[src/rtl/obf_pkg.sv]
// obf_pkg: shared state type, select patterns and LFSR step for obf_key_sched
package obf_pkg;
  typedef enum logic [1:0] {LOCKED, CHECK, UNLOCKED, LOCKOUT} state_t;
  localparam logic SEL_FUNC_S1 = 1'b1;
  localparam logic SEL_FUNC_S2 = 1'b0;
  localparam logic SEL_LOCK_S1 = 1'b0;
  localparam logic SEL_LOCK_S2 = 1'b1;
  localparam logic [15:0] LFSR_TAPS = 16'hB400;
  function automatic logic [15:0] lfsr_next(input logic [15:0] s);
    return (s >> 1) ^ (s[0] ? LFSR_TAPS : 16'h0000);
  endfunction
endpackage

[src/rtl/obf_key_sched_if.sv]
// obf_key_sched_if: valid/ready key handshake between a key source and obf_key_sched
//   key_valid/key_in : driven by master, key_ready : driven by slave
interface obf_key_sched_if #(
  parameter int KEY_W = 16
);
  logic             key_valid;
  logic [KEY_W-1:0] key_in;
  logic             key_ready;
  modport master (output key_valid, key_in, input key_ready);
  modport slave (input key_valid, key_in, output key_ready);
endinterface

[src/rtl/obf_lfsr16.sv]
// obf_lfsr16: free-running 16-bit Galois LFSR, x^16+x^14+x^13+x^11+1
//   clk, rst_n (async, active-low), seed (reset value, 0 maps to 1), state (current value)
module obf_lfsr16
  import obf_pkg::*;
(
  input  logic        clk,
  input  logic        rst_n,
  input  logic [15:0] seed,
  output logic [15:0] state
);
  always_ff @(posedge clk or negedge rst_n)
    if (!rst_n) state <= seed == 16'h0000 ? 16'h0001 : seed;
    else state <= lfsr_next(state);
endmodule

[src/rtl/obf_key_sched.sv]
// obf_key_sched: key-gated select/random controller for the obfuscated c17 core
//   clk, rst_n (async, active-low)
//   bus       : key handshake (key_valid, key_in in; key_ready out)
//   sel1/sel2/rnd : drive s1/s2/random of the obfuscated core
//   unlocked  : functional pattern active, lockout : sticky after MAX_TRIES wrong keys
//   tries     : consecutive failed attempts
//   OBF_SCRAMBLE_EN : when defined, the locked pattern is re-drawn from an LFSR
//                     every SCRAMBLE_DIV cycles instead of staying static
module obf_key_sched
  import obf_pkg::*;
#(
  parameter int               KEY_W         = 16,
  parameter logic [KEY_W-1:0] KEY_VAL       = KEY_W'(16'hA5C3),
  parameter int               RELOCK_CYCLES = 1024,
  parameter int               MAX_TRIES     = 3,
  parameter int               SCRAMBLE_DIV  = 4,
  parameter logic [15:0]      LFSR_SEED     = 16'hACE1
) (
  input  logic                           clk,
  input  logic                           rst_n,
  obf_key_sched_if.slave                 bus,
  output logic                           sel1,
  output logic                           sel2,
  output logic                           rnd,
  output logic                           unlocked,
  output logic                           lockout,
  output logic [$clog2(MAX_TRIES+1)-1:0] tries
);
  localparam int TW = $clog2(MAX_TRIES + 1);
  localparam int TMW = $clog2(RELOCK_CYCLES + 1);
  if (RELOCK_CYCLES < 2 || MAX_TRIES < 1 || SCRAMBLE_DIV < 1) begin : g_bad_params
    $error("obf_key_sched: RELOCK_CYCLES>=2, MAX_TRIES>=1, SCRAMBLE_DIV>=1 required");
  end
  state_t state, nxt;
  logic [TMW-1:0] timer;
  logic key_ok, hs, last_try, lk_s1, lk_s2, lk_r;
  // the last window cycle refuses keys so expiry always wins over a late key
  assign bus.key_ready = state == LOCKED || (state == UNLOCKED && timer != TMW'(1));
  assign hs = bus.key_valid && bus.key_ready;
  assign last_try = tries == TW'(MAX_TRIES - 1);
  always_ff @(posedge clk or negedge rst_n)
    if (!rst_n) state <= LOCKED;
    else state <= nxt;
  always_comb begin
    nxt = state;
    case (state)
      LOCKED:   nxt = bus.key_valid ? CHECK : LOCKED;
      CHECK:    nxt = key_ok ? UNLOCKED : last_try ? LOCKOUT : LOCKED;
      UNLOCKED: nxt = hs ? CHECK : timer == TMW'(1) ? LOCKED : UNLOCKED;
      default:  nxt = LOCKOUT;
    endcase
  end
`ifdef OBF_SCRAMBLE_EN
  localparam int DW = $clog2(SCRAMBLE_DIV + 1);
  logic [15:0] lfsr;
  logic [DW-1:0] div;
  logic wrap, stay;
  obf_lfsr16 u_lfsr (.clk(clk), .rst_n(rst_n), .seed(LFSR_SEED), .state(lfsr));
  assign wrap = div == DW'(SCRAMBLE_DIV - 1);
  // entering a locked state shows the static pattern; only staying there re-draws it
  assign stay = nxt == state && (state == LOCKED || state == LOCKOUT);
  always_ff @(posedge clk or negedge rst_n)
    if (!rst_n) div <= '0;
    else div <= wrap ? '0 : div + 1'b1;
  // OR-ing lfsr[0] into sel2 keeps (1,0), the functional pattern, from ever appearing
  always_comb begin
    lk_s1 = SEL_LOCK_S1;
    lk_s2 = SEL_LOCK_S2;
    lk_r = 1'b0;
    if (stay) begin
      lk_s1 = wrap ? lfsr[0] : sel1;
      lk_s2 = wrap ? lfsr[5] | lfsr[0] : sel2;
      lk_r = wrap ? lfsr[10] : rnd;
    end
  end
`else
  assign lk_s1 = SEL_LOCK_S1;
  assign lk_s2 = SEL_LOCK_S2;
  assign lk_r = 1'b0;
`endif
  always_ff @(posedge clk or negedge rst_n)
    if (!rst_n) begin
      timer <= '0;
      tries <= '0;
      key_ok <= 1'b0;
      sel1 <= SEL_LOCK_S1;
      sel2 <= SEL_LOCK_S2;
      rnd <= 1'b0;
      unlocked <= 1'b0;
      lockout <= 1'b0;
    end else begin
      if (hs) key_ok <= bus.key_in == KEY_VAL;
      if (state == CHECK) begin
        tries <= key_ok ? '0 : tries == TW'(MAX_TRIES) ? tries : tries + 1'b1;
        if (key_ok) timer <= TMW'(RELOCK_CYCLES);
      end else if (state == UNLOCKED) timer <= timer - 1'b1;
      sel1 <= nxt == UNLOCKED ? SEL_FUNC_S1 : nxt == CHECK ? sel1 : lk_s1;
      sel2 <= nxt == UNLOCKED ? SEL_FUNC_S2 : nxt == CHECK ? sel2 : lk_s2;
      rnd <= nxt == UNLOCKED ? 1'b1 : nxt == CHECK ? rnd : lk_r;
      unlocked <= nxt == UNLOCKED ? 1'b1 : nxt == CHECK ? unlocked : 1'b0;
      lockout <= nxt == LOCKOUT;
    end
endmodule

[src/flat_wrapper.sv]
// flat-port wrapper written by rule: the top's interface ports become plain ports
module obf_key_sched_flat import obf_pkg::*;
#(
  parameter int               KEY_W         = 16,
  parameter logic [KEY_W-1:0] KEY_VAL       = KEY_W'(16'hA5C3),
  parameter int               RELOCK_CYCLES = 1024,
  parameter int               MAX_TRIES     = 3,
  parameter int               SCRAMBLE_DIV  = 4,
  parameter logic [15:0]      LFSR_SEED     = 16'hACE1
)
  (clk, rst_n, sel1, sel2, rnd, unlocked, lockout, tries, bus_key_valid, bus_key_in, bus_key_ready);
  obf_key_sched_if #(.KEY_W(KEY_W)) bus_i ();
  input  logic clk;
  input  logic rst_n;
  output logic sel1;
  output logic sel2;
  output logic rnd;
  output logic unlocked;
  output logic lockout;
  output logic [$clog2(MAX_TRIES+1)-1:0] tries;
  input wire logic [$bits(bus_i.key_valid)-1:0] bus_key_valid;
  input wire logic [$bits(bus_i.key_in)-1:0] bus_key_in;
  output wire logic [$bits(bus_i.key_ready)-1:0] bus_key_ready;
  assign bus_i.key_valid = bus_key_valid;
  assign bus_i.key_in = bus_key_in;
  assign bus_key_ready = bus_i.key_ready;
  obf_key_sched #(.KEY_W(KEY_W), .KEY_VAL(KEY_VAL), .RELOCK_CYCLES(RELOCK_CYCLES), .MAX_TRIES(MAX_TRIES), .SCRAMBLE_DIV(SCRAMBLE_DIV), .LFSR_SEED(LFSR_SEED)) u_core (.clk(clk), .rst_n(rst_n), .bus(bus_i), .sel1(sel1), .sel2(sel2), .rnd(rnd), .unlocked(unlocked), .lockout(lockout), .tries(tries));
endmodule
[config.mk]
export PLATFORM = sky130hd
export DESIGN_NAME = obf_key_sched_flat
export DESIGN_NICKNAME = d
export VERILOG_FILES = /design/src/rtl/obf_pkg.sv /design/src/rtl/obf_key_sched_if.sv /design/src/rtl/obf_lfsr16.sv /design/src/rtl/obf_key_sched.sv /design/src/flat_wrapper.sv
export SDC_FILE = /design/constraint.sdc
export NUM_CORES = 1
export LEC_CHECK = 0
export CORE_MARGIN = 10
export CORE_UTILIZATION = 47
export DETAILED_ROUTE_END_ITERATION = 7
export PLACE_DENSITY = 0.86
export SETUP_SLACK_MARGIN = 0.5
export SYNTH_ARGS = -nofsm -noshare
export SYNTH_HDL_FRONTEND = slang
export SYNTH_SLANG_ARGS = --single-unit
[constraint.sdc]
create_clock -name clk -period 2.46 [get_ports clk]
set_input_delay 0.738 -clock clk [delete_from_list [all_inputs] [get_ports clk]]
set_output_delay 0.738 -clock clk [all_outputs]
set_load 0.02 [all_outputs]
==> metrics.yaml <==
clocking:
  clk-insertion-delay-late_ns: 0.30
  clk_path_buf_depth: 2
  cts_root_buf: "clkbuf_4"
  cts.hold.buffers_added: 0
  cts.htree.levels: 1
  cts_buffers: 3
  tritoncts: "yes"
  path_clk_slew_ns: 0.10
  clkSinkCount: 19
timing:
  tightest_slew_ns: 0.588
  min_period_over_period: 0.961
  setup_viol_count_final: 0
  finalCriticalPeriod_ns: 2.36
  rsz0062_at_grt: "yes"
  slew_viol_final: 0
  slew-limit-headroom: 0.607
  fin_worst_skew_ns: 0.00421
  fin_tns_setup_ns: 0
  finalHoldViolations: 0
  setup_ws_ns: 0.0969
  fmax_ghz: 0.423
worst_setup_path:
  critPathBufInv: 2
  critPathSlowestCell: "dfrtp_1"
  path_delay_family: "simple AND/OR/NAND/NOR gates"
  max_stage_delay_ns: 0.41
  end_kind: "primary output"
  cp-start-kind: "flop"
  path_class: "flop to primary output"
  arrival_ns: 1.63
  worstPathRequired_ns: 1.72
  crit_chain: "inv_2 > ha_4 > nor4b_4 > nand4_1 > and2b_2 > buf_6"
  cp_max_fo: 2
logic_synthesis:
  yosysTopAreaCellShare: 0.446
  synthTopCellsByCount: "18 x dfrtp_1, 11 x nand2_1, 9 x o21ai_0"
  synth-seq-cells: 19
  yosysWarnings: 0
  syn_avg_cell_area_um2: 10.3
  yosys.area.top_type: "dfrtp_1"
  yosysMostFrequentCell: "dfrtp_1"
  synth.distinct_cells: 36
  synth_seq_area_share: 0.472
  synthTopCellsByArea: "dfrtp_1 45%, ha_1 5.0%, o21ai_0 4.5%"
  synth-async-reset-ratio: 1.00
  synthCells: 98
  synth_nets: 121
  synth-main-ff-cell: "dfrtp_1"
  synth_area_mm2: 0.00101
  synth_edf_count: 0
finish:
  drive_above_1_share: 0.347
  final_area_mm2: 0.00162
  regArea_um2: 478
  layout.cells.non_filler: 174
  multiInputGateArea_um2: 624
  synthToLayoutAreaGrowth_pct: 60.3
  layout.nets: 171
  fillers: 113
  antenna_cells: 0
power_and_ir_drop:
  leakagePower_uw: 0.000738
  p_per_area_mw_per_mm2: 952
  p_total_uw: 1540
  vdd_drop_max_mv: 0.606
routing:
  first_pass_iters: 4
  drt_iter0_drc: 43
  vias_per_cell: 5.85
  vias: 1018
  drt-total-wl_um: 3040
  post_drt_wl_per_cell_um: 17.5
  ant_nets: 0
  remaining_drc_errors: 0
placement:
  portBuffers: 26
  dp_hpwl_um: 2110
  gp_congestion: 0.805
  dp_cells: 156
  placed_cell_area_mm2: 0.00137
  dp_slack_ns: 0.00382
floorplanning:
  num_io_pins: 27
  die_h_um: 66.4
  coreArea_mm2: 0.00200
  initial_core_util: 0.504
  die_w_um: 66.4
  rows: 16
  die-area_mm2: 0.00440
global_routing:
  grt_pass1_wl_um: 4550
  grt_start_max_net_pins: 14
  antenna_found_initial: 0
  track_usage: 0.130
  grt_overflow: 0
  first_global_vias: 1054
min_path:
  hp-class: "flop to flop"
flow_run:
  max_cap_viol_count: 0
status:
  run_status: "finished clean"
worst reg2reg max path, delay by kind of cell, from the launching register on:
kind,cells,cell delay (ns)
xor+xnor,1,0.16
fa+ha+maj,1,0.18
buf+inv,11,1.27
simple gates,2,0.18
flops,1,0.39
logic make-up (layout without fill, tap and decap cells):
| group | count (synthesis) | count (layout) | share of synthesized area |
|---|---|---|---|
| mux | 2 | 2 | 0.0211 |
| compound gates | 20 | 20 | 0.138 |
| fa+ha+maj | 4 | 4 | 0.0496 |
| flops | 19 | 19 | 0.472 |
| simple gates | 42 | 42 | 0.266 |
| buf+inv | 10 | 59 | 0.0446 |
| xor+xnor | 1 | 1 | 0.00868 |
power breakdown:
group / internal, uW / switching, uW
Clock: 63.3 / 89.9
Combinational: 438 / 433
Sequential: 418 / 99.7
Total: 919 / 622
path summary, 6_finish.rpt:
kind	start	endpoint	slack, ns	cells after the start
max	u_core.timer[1]	bus_key_ready	0.1	6
min	u_core.sel2	u_core.sel2	0.49	2
max reg2reg	u_core.timer[1]	u_core.timer[10]	0.16	15
min reg2reg	u_core.sel2	u_core.sel2	0.49	2
max in group asynchronous	rst_n	u_core.timer[5]	1.12	2
min in group asynchronous	rst_n	u_core.timer[8]	0.80	1
final cells by class:
cell class | count | area share
inverter | 6 | 0.0139
timing repair buffer | 49 | 0.268
clock buffer | 4 | 0.0162
tap | 27 | 0.0209
sequential | 19 | 0.295
multi-input combinational | 69 | 0.386
registers in the layout, indices dropped and copies added (netlist names):
register / cells
u_core.timer: 11
u_core.state: 2
u_core.tries: 2
u_core.key_ok: 1
u_core.lockout: 1
u_core.sel1: 1
u_core.sel2: 1
stage by stage:
stage / hold WS, ns / utilization
global placement: 0.463 / 0.686
finish: 0.491 / 0.809
detailed placement: 0.473 / 0.686
CTS: 0.490 / 0.744
global route: 0.538 / 0.809
floorplan: 0.442 / -
routing by layer:
layer	vias to the layer above	part of all wire	track usage
met4	0	0.028	0.0524
met1	505	0.39	0.130
met5	-	0	0
li1	463	-	-
met2	39	0.53	0.243
met3	11	0.057	0.0390
cell usage in the layout, fill, tap and decap left out, types with 4 or more instances in the layout:
master	synthesis	routed
dfrtp_1	18	17
o21ai_0	9	4
clkdlybuf4s50_1	0	18
buf_4	2	21
dlygate4sd2_1	0	6
inv_1	6	5
nand2_1	11	10
timing repair:
item / CTS / global route
resized for setup: 16 / 28
pin swaps: 1 / 5
endpoints found under the setup margin: 8 / 13
buffers inserted: 11 / 3
cloned: 0 / 0
(Power assumes the default switching activity.)
